### src/rtl/mem_arb_defs.sv
// mem_arb_defs: shared state encodings, grant owner and default timeout for mem_arbiter
package mem_arb_defs;
  typedef enum logic [1:0] {IDLE = 2'b00, SERVE_I = 2'b01, SERVE_D = 2'b10} state_t;
  typedef enum logic {GNT_I = 1'b0, GNT_D = 1'b1} grant_t;
  localparam int TIMEOUT_DEF = 255;
endpackage

### src/rtl/mem_arbiter.sv
// mem_arbiter: arbitrates I-cache refills and D-cache accesses onto one memory port
import mem_arb_defs::*;
module mem_arbiter #(
  parameter int ADDR_W  = 32,
  parameter int DATA_W  = 32,
  parameter int TIMEOUT = TIMEOUT_DEF
) (
  input  logic              clk,
  input  logic              reset,
  input  logic              i_re,
  input  logic [ADDR_W-1:0] i_addr,
  output logic [DATA_W-1:0] i_rdata,
  output logic              i_done,
  input  logic              d_re,
  input  logic              d_we,
  input  logic [ADDR_W-1:0] d_addr,
  input  logic [DATA_W-1:0] d_wdata,
  output logic [DATA_W-1:0] d_rdata,
  output logic              d_done,
  output logic              mem_re,
  output logic              mem_we,
  output logic [ADDR_W-1:0] mem_addr,
  output logic [DATA_W-1:0] mem_wdata,
  input  logic [DATA_W-1:0] mem_rdata,
  input  logic              mem_ready,
  output logic              busy,
  output logic              timeout_err
);
  localparam int CW = (TIMEOUT > 1) ? $clog2(TIMEOUT) : 1;
  state_t state_q, state_d;
  grant_t last_q;
  logic [ADDR_W-1:0] addr_q;
  logic [DATA_W-1:0] wdata_q;
  logic              we_q;
  logic [CW-1:0]     cnt_q;
  logic i_req, d_req, grant, pick_d, serving;
  assign i_req   = i_re;
  assign d_req   = d_re ^ d_we;
  assign serving = state_q != IDLE;
  assign grant   = !serving && (i_req || d_req);
  // On a tie, alternate away from whoever was granted last
  assign pick_d  = (i_req && d_req) ? (last_q == GNT_I) : d_req;
  assign busy        = serving;
  assign mem_re      = serving && !we_q;
  assign mem_we      = serving && we_q;
  assign mem_addr    = addr_q;
  assign mem_wdata   = wdata_q;
  assign i_done      = (state_q == SERVE_I) && mem_ready;
  assign d_done      = (state_q == SERVE_D) && mem_ready;
  assign i_rdata     = i_done ? mem_rdata : '0;
  assign d_rdata     = d_done ? mem_rdata : '0;
  assign timeout_err = serving && !mem_ready && (cnt_q == CW'(TIMEOUT - 1));
  always_comb begin
    state_d = state_q;
    state_d = grant ? (pick_d ? SERVE_D : SERVE_I) : (mem_ready || timeout_err) ? IDLE : state_q;
  end
  always_ff @(posedge clk or negedge reset)
    if (!reset) state_q <= IDLE;
    else        state_q <= state_d;
  always_ff @(posedge clk or negedge reset)
    if (!reset) begin
      last_q  <= GNT_I;
      addr_q  <= '0;
      wdata_q <= '0;
      we_q    <= 1'b0;
      cnt_q   <= '0;
    end else if (grant) begin
      last_q  <= pick_d ? GNT_D : GNT_I;
      addr_q  <= pick_d ? d_addr : i_addr;
      wdata_q <= d_wdata;
      we_q    <= pick_d && d_we;
      cnt_q   <= '0;
    end else if (serving && !mem_ready) begin
      cnt_q   <= cnt_q + CW'(1);
    end
endmodule

### config.mk
export PLATFORM = sky130hd
export DESIGN_NAME = mem_arbiter
export DESIGN_NICKNAME = d
export VERILOG_FILES = /design/src/rtl/mem_arb_defs.sv /design/src/rtl/mem_arbiter.sv
export SDC_FILE = /design/constraint.sdc
export NUM_CORES = 1
export LEC_CHECK = 0
export CORE_AREA = 3 3 109 111
export CTS_CLUSTER_DIAMETER = 120
export DETAILED_ROUTE_END_ITERATION = 8
export DIE_AREA = 0 0 112 114
export PLACE_DENSITY = 0.8
export SLEW_MARGIN = 5
export SYNTH_ARGS = -nofsm -noshare
export SYNTH_HDL_FRONTEND = slang
export SYNTH_SLANG_ARGS = --single-unit
### constraint.sdc
create_clock -name clk -period 1.9 [get_ports clk]
set_input_delay 0.38 -clock clk [delete_from_list [all_inputs] [get_ports clk]]
set_output_delay 0.38 -clock clk [all_outputs]
set_load 0.05 [all_outputs]
; After elaboration in Yosys (flattened, before gate mapping)
; Cells that the tools add are included.
[word_totals]
in_bits = 134
output_inout_bits = 134
elab_cells = 39
ff_bits = 76
[op_classes]
n_reduce_logical = 17
n_bitwise = 2
n_eq_ne = 3
muxes = 10
add_sub_neg = 1
[op_table]
columns = cell, count
row1 = $mux 32, 3
row2 = $mux 8, 2
row3 = $logic_and 1x1->1, 9
row4 = $add 8x1->8 const B, 1
row5 = $eq 8x8->1 const B, 1
row6 = $mux 2, 3
row7 = $reduce_bool 2->1, 3
row8 = $logic_not 1->1, 3
row9 = $eq 2x1->1 const B, 1
row10 = $eq 2x2->1 const B, 1
row11 = $logic_or 1x1->1, 2
row12 = $mux 1, 2
row13 = $not 1->1, 1
row14 = $xor 1x1->1, 1

; Depth between registers and ports, before layout
; Gate-level depths: netlist of run 1.
[logic_depth]
ltp_word = 6
ltp_mapped = 5
ltp_nobuf = 5

; Worst setup path before layout of run 1
; OpenSTA, ideal clock, no wires.
[synth_path]
path_type = register to output
from = register state_q[1]
to = output timeout_err
n_path_buf = 1
stages_incl_launch_ff = 4
slack_ns = -0.403
arrival_ns = 1.923
cell_sequence = dfrtp_1 > o21bai_1 > clkbuf_1 > nor3_1
[synth_via]
elab_chain_cells = 3
[synth_rtl]
columns = item, line
row1 = start: declaration, mem_arbiter.sv:30  ; state_t state_q, state_d;
row2 = start signal: assignment, mem_arbiter.sv:59  ; else state_q <= state_d;
row3 = $reduce_bool 2->1, mem_arbiter.sv:39  ; assign serving = state_q != IDLE;
row4 = $logic_and 1x1->1 (2 in a row), mem_arbiter.sv:52  ; assign timeout_err = serving && !mem_ready && (cnt_q == CW'(TIMEOUT - 1));
row5 = end: declaration, mem_arbiter.sv:27  ; output logic timeout_err
; Every way passes these cells.

; Worst setup path in the final report of run 1
[layout_path]
from = register state_q[0]
to = output i_rdata[30]
[layout_via]
elab_chain_cells = 3
[layout_rtl]
columns = item, line
row1 = $eq 2x1->1, mem_arbiter.sv:48  ; assign i_done = (state_q == SERVE_I) && mem_ready;
row2 = $logic_and 1x1->1, mem_arbiter.sv:48
row3 = $mux 32, mem_arbiter.sv:50  ; assign i_rdata = i_done ? mem_rdata : '0;
row4 = end: declaration, mem_arbiter.sv:12  ; output logic [DATA_W-1:0] i_rdata,
; Every way passes these cells.

==> results.txt, run 1 <==
post-synthesis compound-gate area fraction: 12.9%
# Max-Cap Violations: 0
CORE AREA: 0.0109 mm^2
final hold viol count: 0
Max Fanout on Critical Path: 16
warning count from the yosys run: 0
crit end category: primary output
Hold Path Origin: mem_wdata[26]$_DFFE_PN0P_
Die X: 112 um
final worst-path setup slack: -0.0537 ns
layout cells sized above 1: 37.1%
Total GRT Usage: 21.9%
XOR/XNOR Fraction of Synth Area: 0.706%
fin cells: 750
failing checks: negative setup slack
slew margin rel.: 57.7%
Synth top area share: 48.8%
Synth area leaders: dfrtp_1 (49%), mux2_4 (12%), and2_1 (10%), a221o_1 (7.4%), and3_1 (4.5%)
Die H: 114 um
# port buffers: 267
maximum number of pins on one net before global-route repair: 49
cts bufs inserted: 9
Initial Util: 35.8%
count of nets after finishing: 741
RSZ-0062 raised after global routing: true
CTS Sinks: 76
HP Class: register to register
WS Path Type: register to primary output
Placer Congestion: 0.861
Synth Register Bits: 76
root buffer cell: clkbuf_8
Crit Reg-Reg Startpoint: state_q[1]$_DFFE_PN0P_
first-pass GRT wire length: 22100 um
DRC viols: 0
Least-Margin Pin Slew: 0.632 ns
initial antenna violation count: 1
GRT overflow: 0
Via Count: 3785
Yosys cell types: 35
Routed wire per std cell: 19.1 um
final WL: 14400 um
Static Leak: 3.58 nW
Post-Synthesis Cell Area: 0.00390 mm^2
Worst VDD drop: 1.25 mV
DRT antenna net count: 0
H-tree depth: 3
DR iter-0 viols: 319
Final Skew: 0.00951 ns
Final Instance Area: 0.00786 mm^2
Synth Area in Simple Gates: 19.5%
Reg clk slew, reported paths: 0.08 ns
# setup viols final: 50
largest family of logic cells by synthesized area: simple AND/OR/NAND/NOR gates
Avg Inst Size Synth: 12.3 um^2
Worst EP required: 1.52 ns
mux contribution to synthesized area: 12.1%
# placed instances: 719
post-synth top area cell: dfrtp_1
synthesized instance count: 317
boundary pin count: 268
Rows: 38
period utilisation layout: 103%
Layout area overhead: 102%
CP Launch Point: state_q[0]$_DFFE_PN0P_
pwr/cell area: 1660 mW/mm^2
DP Area: 0.00746 mm^2
drt via density: 5.05
clk buf depth: 2
post-synthesis adder-cell area fraction: 0.642%
DP HPWL: 10900 um
1st-pass router iterations: 4
final-report max-slew violation count: 0
Clock Latency Late Sink: 0.34 ns
Synth Net Count: 453
status: finished with violations
minimum clock period: 1.95 ns
CP Launch Type: register
Worst EP arrival: 1.57 ns
register area share after synthesis: 48.8%
Die ar.: 0.0128 mm^2
Fmax: 512 MHz
vias in the first global route: 4178
CTS tree: done
## worst max-delay path, cell delays in order, from the launching register on
cell and delay (ns):
dfrtp_2 0.44, nand2_1 0.11, nor2_4 0.04, buf_4 0.14
buf_16 0.14, and2_2 0.21, buf_12 0.15
## stage by stage
stage | utilization (%) | setup TNS (ns) | total power [mW] | hold slack, ns | setup slack (ns)
after floorplan | - | 0 | 8.40 | 0.0844 | 0.00868
after global placement | 68.5 | -22.21 | 11.6 | 0.324 | -0.295
after detailed placement | 68.5 | -28.30 | 11.8 | 0.328 | -0.366
after CTS | 71.5 | -3.98 | 13.1 | 0.482 | -0.0884
after global routing | 72.1 | -5.56 | 13.6 | 0.511 | -0.119
final | 72.1 | -1.26 | 13.1 | 0.489 | -0.0537
## placed cells by master (no fill, tap or decap), drive strengths merged, types with 3 or more instances in the layout
master and n:
a21oi 7, a221o 32, and2 65, and3 32
buf 123, clkbuf 11, clkdlybuf4s50 131, dfrtp 76
dlygate4sd2 40, dlymetal6s2s 4, inv 5, mux2 32
nand2 6, nand2b 3, nor2 4, o21ai 7
o31ai 4, or4 4
## power breakdown
| group | switching, mW | internal, mW | leakage (nW) |
|---|---|---|---|
| Combinational | 5.23 | 3.65 | 2.56 |
| Clock | 0.597 | 0.734 | 0.0956 |
| Sequential | 0.483 | 2.38 | 0.927 |
## worst paths after layout
kind | endpoint | slack (ns) | depth (start not counted)
worst max register to register | mem_wdata[22]$_DFFE_PN0P_ | 0.19 | 6
worst min register to register | mem_wdata[26]$_DFFE_PN0P_ | 0.49 | 1
max in group asynchronous | state_q[0]$_DFFE_PN0P_ | 0.80 | 3
worst max-delay path | i_rdata[30] | -0.05 | 6
worst min-delay path | mem_wdata[26]$_DFFE_PN0P_ | 0.49 | 1
min in group asynchronous | mem_addr[15]$_DFFE_PN0P_ | 0.50 | 2
## registers in the layout, summed over array words and instances, names as in the netlist
name,count
cnt_q,8
last_q,1
mem_addr,32
mem_wdata,32
state_q,2
we_q,1
## cells in the mapped netlist (all sizes together)
cell	count
dfrtp	76
and2	65
a221o	32
and3	32
mux2	32
clkbuf	13
buf	10
a21oi	7
nand2	6
o21ai	6
inv	5
nor2	4
o31ai	4
or4	4
nand2b	3
a211oi	2
ha	2
nand3	2
nand4	2
o21bai	2
or3	2
a32o	1
and3b	1
nor3	1
o21a	1
or2	1
xor2	1
## routing by layer
metal  routed length [um]  global-route usage (%)  part of all wire [%]
met5                    0                       0                     0
met4                  490                    9.29                   3.4
met3                 1280                    7.21                   8.9
met2                 7480                    39.4                    52
met1                 5100                    23.7                    36
## area by class of cell
class	count	area, um^2
multi-input cells	214	1920
repair buffers	299	3630
diodes	1	2.50
clock buffers	11	131
inverters	5	18.8
clock inverters	4	75.1
well taps	140	175
flip-flops and latches	76	1900
fillers	723	3030
## cell families after synthesis
logic type	after synthesis
flops	76
simple gates	123
mux	32
compound gates	55
xor+xnor	1
fa+ha+maj	2
buf+inv	28
## timing repair
action | CTS | global route
resized for setup | 60 | 17
hold buffers | 1 | 0
gates cloned | 2 | 0
buffers inserted | 8 | 4
endpoints found under the setup margin | 113 | 80
pin swaps | 6 | 4
endpoints found under the hold margin | 28 | 0
No activity file was read; power rests on OpenSTA's default activity.
==> run 2, diff against run 1 <==
SLEW_MARGIN = unset   (was 5)
==> results of run 2 <==
The final DEF is identical to that of run 1; final timing and power are the same.
==> run 3, diff against run 2 <==
REMOVE_ABC_BUFFERS = 1   (was unset)
==> results.txt, run 3 (same netlist as run 1, synthesis figures left out) <==
status: finished with violations
failing checks: negative setup slack
WS Path Type: register to primary output
Die X: 112 um (unchanged)
drt via density: 5.01 (-0.79%)
RSZ-0062 raised after global routing: true
Static Leak: 3.68 nW (+2.8%)
vias in the first global route: 4028 (-3.6%)
CTS Sinks: 76 (unchanged)
Least-Margin Pin Slew: 0.526 ns (-0.106 ns)
DP Area: 0.00745 mm^2 (-0.20%)
HP Class: input port to asynchronous set/reset pin
minimum clock period: 1.97 ns (+0.0197 ns)
clk buf depth: 2 (unchanged)
Initial Util: 35.8% (unchanged)
DR iter-0 viols: 232 (-27%)
Die H: 114 um (unchanged)
Via Count: 3765 (-0.53%)
Layout Utilization: 74.5% (+2.3 points)
Final Instance Area: 0.00811 mm^2 (+3.2%)
maximum number of pins on one net before global-route repair: 50 (+2.0%)
Placer Congestion: 0.808 (-6.1%)
commonest non-fill, non-tap cell in the layout: clkdlybuf4s50_1
Worst EP required: 1.52 ns (about the same)
pwr/cell area: 1670 mW/mm^2 (about the same)
critical path, cell by cell: and3b_2, clkbuf_16, and2_4, buf_12
cts bufs inserted: 9 (unchanged)
first-pass GRT wire length: 21000 um (-5.3%)
footprint of the multi-input gates: 0.00201 mm^2 (+4.6%)
final-report max-slew violation count: 0 (unchanged)
GRT overflow: 0 (unchanged)
crit end category: primary output
Total GRT Usage: 20.8% (-1.1 points)
DRC viols: 0 (unchanged)
CP peak stage delay: 0.40 ns (-0.04 ns)
register area: 0.00190 mm^2 (unchanged)
final hold viol count: 0 (unchanged)
CP Launch Type: register
clock share of power: 11.3% (+1.1 points)
reg2reg setup slack: 0.28 ns (+0.09 ns)
Fmax: 507 MHz (-1.0%)
final WL: 13900 um (-2.9%)
CORE AREA: 0.0109 mm^2 (unchanged)
final worst-path setup slack: -0.0734 ns (-0.0197 ns)
Sequential Power Share: 21.2% (-0.7 points)
Reg clk slew, reported paths: 0.08 ns (about the same)
Worst VDD drop: 1.13 mV (-9.4%)
combinational group share of total power: 67.5% (-0.4 points)
slew margin rel.: 65.1% (+7.4 points)
root buffer cell: clkbuf_8
Sw Share: 46.6% (-1.6 points)
boundary pin count: 268 (unchanged)
critical path's slowest cell: dfrtp_2
Rows: 38 (unchanged)
Worst EP arrival: 1.59 ns (+0.02 ns)
layout cells sized above 1: 43.0% (+5.9 points)
# port buffers: 267 (unchanged)
period utilisation layout: 104% (+1.0 points)
# setup viols final: 57 (+14%)
Switch Pwr: 6.30 mW (-0.18%)
DRT antenna net count: 0 (unchanged)
r2r endpoint: mem_wdata[29]$_DFFE_PN0P_
cells on worst reg2reg path: 6 (unchanged)
Clock Latency Late Sink: 0.35 ns (about the same)
DP HPWL: 10100 um (-7.4%)
Routed wire per std cell: 18.5 um (-3.2%)
H-tree depth: 3 (unchanged)
# diodes: 0 (-1)
most frequent cells in the layout: clkdlybuf4s50_1 (131), buf_12 (80), dfrtp_1 (74)
Max Fanout on Critical Path: 8 (-8)
Layout area overhead: 108%
CTS tree: done
count of nets after finishing: 743 (+0.27%)
Crit Reg-Reg Startpoint: state_q[1]$_DFFE_PN0P_
# Max-Cap Violations: 0 (unchanged)
Buf/Inv on CP: 2 (-1)
Final Skew: 0.00917 ns (-0.000341 ns)
1st-pass router iterations: 4 (unchanged)
Die ar.: 0.0128 mm^2 (unchanged)
critical path's top delay family: simple AND/OR/NAND/NOR gates
Filler cells: 712 (-1.5%)
internal power: 7.21 mW (+6.6%)
initial antenna violation count: 0 (-1)
-- run 3: per-stage QoR --
step                      hold slack [ns]  setup TNS (ns)  std cells  total power [mW]  worst slack [ns]
after detailed placement            0.330          -16.90        719              11.7            -0.216
after global routing                0.507           -6.89        752              14.1            -0.139
after global placement              0.321          -15.69        719              11.6            -0.196
final                               0.486           -2.52        752              13.5           -0.0734
after CTS                           0.478           -2.85        748              13.5           -0.0583
after floorplan                    0.0844          -41.14        294              8.04            -0.824
-- run 3: final cells by class --
type	count	share of cell area, %
Clock buffer	12	1.91
Clock inverter	4	1.17
Multi-Input combinational cell	213	24.7
Sequential cell	76	23.5
Tap cell	140	2.16
Inverter	5	0.231
Timing Repair Buffer	302	46.3
-- run 3: how the worst max path moves through the flow --
stage                                 startpoint                   endpoint  slack [ns]  cells after the start
after CTS                 state_q[0]$_DFFE_PN0P_                d_rdata[28]       -0.06                      4
final                     state_q[0]$_DFFE_PN0P_                d_rdata[14]       -0.07                      4
after floorplan           state_q[0]$_DFFE_PN0P_                 i_rdata[0]       -0.82                      3
after detailed placement                    d_we  mem_wdata[27]$_DFFE_PN0P_       -0.22                      5
after global placement                      d_we  mem_wdata[31]$_DFFE_PN0P_       -0.20                      5
after global routing      state_q[0]$_DFFE_PN0P_                d_rdata[14]       -0.14                      4
-- run 3: per-layer routing --
metal	GRT usage (%)	routed length, um
met5	0	0
met4	7.05	327
met3	6.10	1000
met2	38.6	7570
met1	22.7	5030
-- run 3: power by group through the flow --
| stage | clock [mW] | combinational (mW) | sequential, mW |
|---|---|---|---|
| floorplan | 0 | 2.85 | 5.20 |
| global route | 1.64 | 9.47 | 2.95 |
| finish | 1.53 | 9.12 | 2.86 |
| CTS | 1.56 | 9.04 | 2.86 |
| detailed placement | 0 | 8.83 | 2.89 |
| global placement | 0 | 8.68 | 2.89 |
-- run 3: what timing repair did --
| item | in CTS | in global routing |
|---|---|---|
| cloned | 3 | 3 |
| endpoints found under the hold margin | 27 | 0 |
| setup endpoints to repair | 108 | 68 |
| resized for setup | 105 | 26 |
| pin swaps | 7 | 27 |
| setup buffers | 9 | 2 |
| hold buffers | 1 | 0 |
